<file path="src/rtl/md_pad_pkg.sv">
// Shared definitions for the Mega Drive pad responder: button indices, phase
// type and the (th, phase, buttons) -> pressed-polarity pattern mapping.
package md_pad_pkg;

  localparam int BTN_R     = 0;
  localparam int BTN_L     = 1;
  localparam int BTN_D     = 2;
  localparam int BTN_U     = 3;
  localparam int BTN_A     = 4;
  localparam int BTN_B     = 5;
  localparam int BTN_C     = 6;
  localparam int BTN_START = 7;
  localparam int BTN_X     = 8;
  localparam int BTN_Y     = 9;
  localparam int BTN_Z     = 10;
  localparam int BTN_MODE  = 11;

  localparam int PHASE_W = 2;
  typedef logic [PHASE_W-1:0] PHASE_T;

  // Returns [D5..D0] with 1 = pressed/asserted; the wire level is the inverse.
  function automatic logic [5:0] pad_pattern(input logic th,
                                             input PHASE_T phase,
                                             input logic [11:0] btn);
    logic [5:0] p;
    p = '0;
    if (th) begin
      if (phase == PHASE_T'(3))
        p = {btn[BTN_C], btn[BTN_B], btn[BTN_MODE], btn[BTN_X], btn[BTN_Y], btn[BTN_Z]};
      else
        p = {btn[BTN_C], btn[BTN_B], btn[BTN_R], btn[BTN_L], btn[BTN_D], btn[BTN_U]};
    end else begin
      case (phase)
        PHASE_T'(2): p = {btn[BTN_START], btn[BTN_A], 4'b1111};
        PHASE_T'(3): p = {btn[BTN_START], btn[BTN_A], 4'b0000};
        default:     p = {btn[BTN_START], btn[BTN_A], 2'b11, btn[BTN_D], btn[BTN_U]};
      endcase
    end
    return p;
  endfunction

endpackage

</file>
<file path="src/rtl/md_th_sync.sv">
// Multi-flop synchronizer for the host TH line; idles high through reset and
// produces single-cycle rise/fall pulses on the synchronized level.
module md_th_sync #(
  parameter int SYNC_STAGES = 2
) (
  input  logic clk_sys,
  input  logic reset_n,
  input  logic th_i,
  output logic th_s_o,
  output logic rise_o,
  output logic fall_o
);

  logic [SYNC_STAGES-1:0] sync_q;
  logic                   th_d_q;

  always_ff @(posedge clk_sys or negedge reset_n) begin
    if (!reset_n) begin
      sync_q <= '1;
      th_d_q <= 1'b1;
    end else begin
      sync_q <= {sync_q[SYNC_STAGES-2:0], th_i};
      th_d_q <= sync_q[SYNC_STAGES-1];
    end
  end

  assign th_s_o = sync_q[SYNC_STAGES-1];
  assign rise_o = th_s_o & ~th_d_q;
  assign fall_o = ~th_s_o & th_d_q;

endmodule

</file>
<file path="src/rtl/md6_pad_responder.sv">
// Device side of the Mega Drive 3/6-button select protocol: tracks the TH
// multiplex phase with an idle timeout and drives the active-low data lines.
//   phase | meaning
//   0     | idle / first read: d-pad, B, C / Start, A, 3-button ID
//   1     | second read: same as phase 0
//   2     | third read: TH low shows the 6-button ID (D3..D0 low)
//   3     | extra read: TH high shows X/Y/Z/Mode, TH low shows D3..D0 high
module md6_pad_responder
  import md_pad_pkg::*;
#(
  parameter int SYNC_STAGES = 2,
  parameter int TIMEOUT_CYC = 60000,
  parameter int CNT_W       = 16
) (
  input  logic        clk_sys,
  input  logic        reset_n,
  input  logic        six_button_en,
  input  logic [11:0] buttons,
  input  logic        th_in,
  output logic [5:0]  pad_out,
  output logic [1:0]  phase,
  output logic        timed_out,
  output logic        frame_read
);

  logic             th_s;
  logic             th_rise;
  logic             th_fall;

  PHASE_T           phase_q,     phase_d;
  logic [CNT_W-1:0] cnt_q,       cnt_d;
  logic             timed_out_q, timed_out_d;
  logic             sel3_q,      sel3_d;
  logic [5:0]       pad_q;
  logic             frame_read_q;

  md_th_sync #(
    .SYNC_STAGES (SYNC_STAGES)
  ) u_th_sync (
    .clk_sys (clk_sys),
    .reset_n (reset_n),
    .th_i    (th_in),
    .th_s_o  (th_s),
    .rise_o  (th_rise),
    .fall_o  (th_fall)
  );

  // Any TH edge restarts the idle timer and beats an expiry in the same cycle.
  always_comb begin
    phase_d     = phase_q;
    cnt_d       = cnt_q;
    timed_out_d = timed_out_q;
    if (th_rise || th_fall) begin
      cnt_d       = '0;
      timed_out_d = 1'b0;
      if (th_rise) phase_d = PHASE_T'(phase_q + 1'b1);
    end else if (!timed_out_q) begin
      if (cnt_q == CNT_W'(TIMEOUT_CYC - 1)) begin
        phase_d     = '0;
        timed_out_d = 1'b1;
      end else begin
        cnt_d = cnt_q + 1'b1;
      end
    end
    if (!six_button_en) phase_d = '0;
    sel3_d = ~th_s && (phase_d == PHASE_T'(3));
  end

  always_ff @(posedge clk_sys or negedge reset_n) begin
    if (!reset_n) begin
      phase_q      <= '0;
      cnt_q        <= '0;
      timed_out_q  <= 1'b1;
      sel3_q       <= 1'b0;
      pad_q        <= 6'h3F;
      frame_read_q <= 1'b0;
    end else begin
      phase_q      <= phase_d;
      cnt_q        <= cnt_d;
      timed_out_q  <= timed_out_d;
      sel3_q       <= sel3_d;
      pad_q        <= ~pad_pattern(th_s, phase_d, buttons);
      frame_read_q <= sel3_d & ~sel3_q;
    end
  end

  assign pad_out    = pad_q;
  assign phase      = phase_q;
  assign timed_out  = timed_out_q;
  assign frame_read = frame_read_q;

endmodule

</file>
<file path="config.mk">
export PLATFORM = sky130hd
export DESIGN_NAME = md6_pad_responder
export DESIGN_NICKNAME = d
export VERILOG_FILES = /design/src/rtl/md_pad_pkg.sv /design/src/rtl/md_th_sync.sv /design/src/rtl/md6_pad_responder.sv
export SDC_FILE = /design/constraint.sdc
export NUM_CORES = 1
export LEC_CHECK = 0
export BUFFER_PORTS_ARGS = -buffer_cell sky130_fd_sc_hd__buf_2
export CAP_MARGIN = 20
export CORE_ASPECT_RATIO = 1.5
export CORE_UTILIZATION = 45
export CTS_CLUSTER_DIAMETER = 80
export DETAILED_ROUTE_END_ITERATION = 6
export MAX_ROUTING_LAYER = met4
export PLACE_DENSITY = 0.66
export SLEW_MARGIN = 25
export SYNTH_ARGS = -nofsm -noshare
export SYNTH_HDL_FRONTEND = slang
export SYNTH_SLANG_ARGS = --single-unit
</file>
<file path="constraint.sdc">
create_clock -name clk_sys -period 2.3 [get_ports clk_sys]
set_input_delay 0.115 -clock clk_sys [delete_from_list [all_inputs] [get_ports clk_sys]]
set_output_delay 0.115 -clock clk_sys [all_outputs]
set_load 0.01 [all_outputs]
</file>
==> out/qor.csv <==
stage;metric;value;unit
final_layout;# nets final;197;
detailed_routing;Remaining DRCs;0;
global_routing;gr ovfl total;0;
global_routing;initial antenna violation count;0;
hold_path;Hold Crit Endpoint;phase[1]$_DFF_PN0_;
clocking;# hold bufs at CTS;8;
setup_path;Reg2Reg Launch Point;u_th_sync.th_d_q$_DFF_PN1_;
hold_path;hold depth;2;
setup_path;Slowest cell on crit path;dfstp_2;
global_routing;vias in the first global route;1180;
status;outcome;finished, final reports clean;
detailed_routing;Final ANT Viol Nets;0;
floorplan;die width;49.1;µm
timing;max frequency;476;MHz
timing;fin crit share;91.4;%
logic_synthesis;Yosys warning count;0;
clocking;Clock transition at path regs;0.06;ns
clocking;Sink Count;30;
logic_synthesis;post-synthesis net count;158;
timing;Worst slew margin;56.6;%
global_routing;global-route wire length before repair;4840;µm
job;Max-cap violations;0;
timing;final setup fails;0;
setup_path;worst reg2reg setup slack;0.20;ns
clocking;worst-skew pair later-pin latency;0.27;ns
logic_synthesis;Yosys cell types;38;
final_layout;Antenna Diode Count;0;
floorplan;core area;3160;µm²
clocking;setup bufs post-CTS;0;
timing;RSZ-0062 raised after global routing;no;
setup_path;critical-path cell list;inv_1 -> ha_1 -> nand2b_1 -> or2_2 -> nand2_1 -> nand4_1 -> mux2_1;
timing;setup TNS;0;ns
setup_path;reg2reg path depth;7;
timing;Fin. Hold Viols;0;
hold_path;HP Start;six_button_en;
logic_synthesis;synthesized area per cell;10.7;µm²
global_routing;total track usage;18.8;%
detailed_routing;WL/cell;12.4;µm
hold_path;Hold Crit Class;in -> reg;
final_layout;fraction of layout instances using a drive strength above 1;26.8;%
floorplan;Die H;72.7;µm
detailed_routing;DR vias;1120;
placed_design;Final HPWL DP;1940;µm
setup_path;critical setup path kind;reg -> reg;
clocking;total CTS buffers;5;
setup_path;Critical Path Source Type;register;
setup_path;crit end category;register;
detailed_routing;Pre-Repair DR Iteration Count;4;
detailed_routing;DRT iter0 DRCs;39;
detailed_routing;WL final;2720;µm
pwr;Max IR drop VDD;0.413;mV
global_routing;GR Util met2;30.4;%
setup_path;Crit path arrival time;2.29;ns
global_routing;met3 GRT Util;6.25;%
timing;Clock Skew;0.00276;ns
setup_path;worst endpoint required time;2.49;ns
logic_synthesis;Cell Area, Synth;1500;µm²
global_routing;GR Layer Usage met1;20.1;%
clocking;TritonCTS clock tree;yes;
floorplan;Initial Util;47.4;%
setup_path;crit-path max FO;6;
clocking;H-tree Lvls;2;
floorplan;# rows;25;
final_layout;Syn-to-layout area delta;22.4;%
clocking;post_cts resized;0;
clocking;clock root buffer;clkbuf_8;
clocking;CTS max path bufs;2;
logic_synthesis;number of synthesized flops with an enable pin;0;
setup_path;max incr delay on CP;0.51;ns
logic_synthesis;Synth Flop Type;dfrtp_1;
pwr;pwr/cell area;570;nW/µm²
placed_design;PortBufs;25;
setup_path;reg2reg end;pad_out[3]$_DFF_PN1_;
global_routing;GR peak layer;met2;
logic_synthesis;Synth async-reset ratio;100;%
placed_design;GP Congestion;0.768;
pwr;Pleak;0.000847;µW
floorplan;die area;3570;µm²
detailed_routing;vias per inst;5.11;
logic_synthesis;Post-Synthesis Cells;140;
floorplan;io pins;26;
timing;min Tclk post-route;2.10;ns
global_routing;pin count of the biggest net entering global routing;31;
timing;Final Max Slew Viols;0;
logic_synthesis;Synth Register Bits;30;
logic_synthesis;Seq/Total Area, Yosys;51.0;%
pwr;final total power;1050;µW
timing;worst-margin pin slew;0.651;ns
-- metal layers --
metal / part of all wire, % / wire [µm] / vias to the layer above
met4: 1.1 / 31 / 0
met2: 50 / 1370 / 36
met3: 5.8 / 157 / 4
met1: 43 / 1160 / 518
li1: - / - / 562
met5: 0 / 0 / -
-- cells in the mapped netlist (3+ instances only) --
library cell / n / area share (%)
mux2i_1: 3 / 2.0
clkbuf_1: 3 / 0.75
dfrtp_1: 20 / 33
nor3_1: 3 / 1.0
nor4_1: 3 / 1.3
nand3_1: 8 / 2.7
nor2_1: 8 / 2.0
inv_1: 3 / 0.75
and2_1: 12 / 5.0
xnor2_1: 5 / 2.9
dfstp_2: 10 / 18
nand2_1: 13 / 3.3
nor2b_1: 7 / 2.9
nand4_1: 5 / 2.1
xor2_1: 7 / 4.1
-- stage by stage --
step | cells | util, % | cell area, µm² | worst slack [ns] | hold slack (ns)
after global routing | 219 | 58.0 | 1830 | 0.0424 | 0.0899
after detailed placement | 204 | 53.1 | 1680 | 0.198 | 0.186
final | 219 | 58.0 | 1830 | 0.198 | 0.100
after CTS | 219 | 58.0 | 1830 | 0.187 | 0.0902
after global placement | 204 | 53.1 | 1680 | 0.255 | 0.173
after floorplan | 140 | - | 1500 | 0.310 | -0.181
-- state kept, by name, indices dropped and copies added (netlist names) --
register,count
timed_out,1
pad_out,6
u_th_sync.sync_q,2
u_th_sync.th_d_q,1
sel3_q,1
cnt_q,16
frame_read,1
phase,2
-- worst max-delay path, delay by kind of cell, from the launching register on --
| kind | cells | cell delay (ns) |
|---|---|---|
| flops | 1 | 0.51 |
| simple gates | 4 | 0.81 |
| fa+ha+maj | 1 | 0.27 |
| buf+inv | 1 | 0.03 |
| mux | 1 | 0.39 |
-- kinds of logic after synthesis --
family / after synthesis / synth area share (%)
simple gates: 74 / 30.4
xor+xnor: 12 / 7.02
compound gates: 11 / 4.93
buf+inv: 6 / 1.50
fa+ha+maj: 2 / 1.67
mux: 5 / 3.51
flops: 30 / 51.0
-- worst max-delay path by stage --
stage / start / to / slack [ns] / cells after the start
detailed placement: u_th_sync.th_d_q$_DFF_PN1_ / pad_out[3]$_DFF_PN1_ / 0.20 / 7
floorplan: u_th_sync.th_d_q$_DFF_PN1_ / pad_out[2]$_DFF_PN1_ / 0.31 / 7
global route: u_th_sync.th_d_q$_DFF_PN1_ / pad_out[3]$_DFF_PN1_ / 0.04 / 7
global placement: u_th_sync.th_d_q$_DFF_PN1_ / pad_out[3]$_DFF_PN1_ / 0.25 / 7
CTS: u_th_sync.th_d_q$_DFF_PN1_ / pad_out[3]$_DFF_PN1_ / 0.19 / 7
finish: u_th_sync.th_d_q$_DFF_PN1_ / pad_out[3]$_DFF_PN1_ / 0.20 / 7
-- where the power goes --
group	internal, µW	total, µW	switching (µW)
Combinational	52.4	106	53.6
Sequential	554	567	12.7
Clock	207	372	165
Total	814	1050	231
-- cells in the final DEF (no fill, tap or decap), drive strengths merged --
| cell type | Yosys | routed |
|---|---|---|
| a21boi | 1 | 1 |
| a31oi | 1 | 1 |
| and2 | 12 | 12 |
| and3 | 2 | 2 |
| buf | 0 | 27 |
| clkbuf | 3 | 7 |
| dfrtp | 20 | 20 |
| dfstp | 10 | 10 |
| dlygate4sd3 | 0 | 8 |
| ha | 2 | 2 |
| inv | 3 | 3 |
| mux2 | 2 | 2 |
| mux2i | 3 | 3 |
| nand2 | 13 | 13 |
| nand2b | 2 | 2 |
| nand3 | 8 | 8 |
| nand3b | 1 | 1 |
| nand4 | 5 | 5 |
| nand4b | 1 | 1 |
| nand4bb | 1 | 1 |
| nor2 | 9 | 9 |
| nor2b | 7 | 7 |
| nor3 | 3 | 3 |
| nor3b | 3 | 3 |
| nor4 | 4 | 4 |
| nor4b | 1 | 1 |
| o211a | 1 | 1 |
| o211ai | 1 | 1 |
| o21a | 1 | 1 |
| o21ai | 3 | 3 |
| o22ai | 2 | 2 |
| o31ai | 1 | 1 |
| or2 | 1 | 1 |
| or4b | 1 | 1 |
| xnor2 | 5 | 5 |
| xor2 | 7 | 7 |
-- cell type report --
class / instances / area, µm²
inverters: 3 / 11.3
clock buffers: 7 / 76.3
flip-flops and latches: 30 / 763
repair buffers: 35 / 220
well taps: 40 / 50.0
fillers: 277 / 1330
multi-input cells: 104 / 712
(Power assumes the default switching activity.)
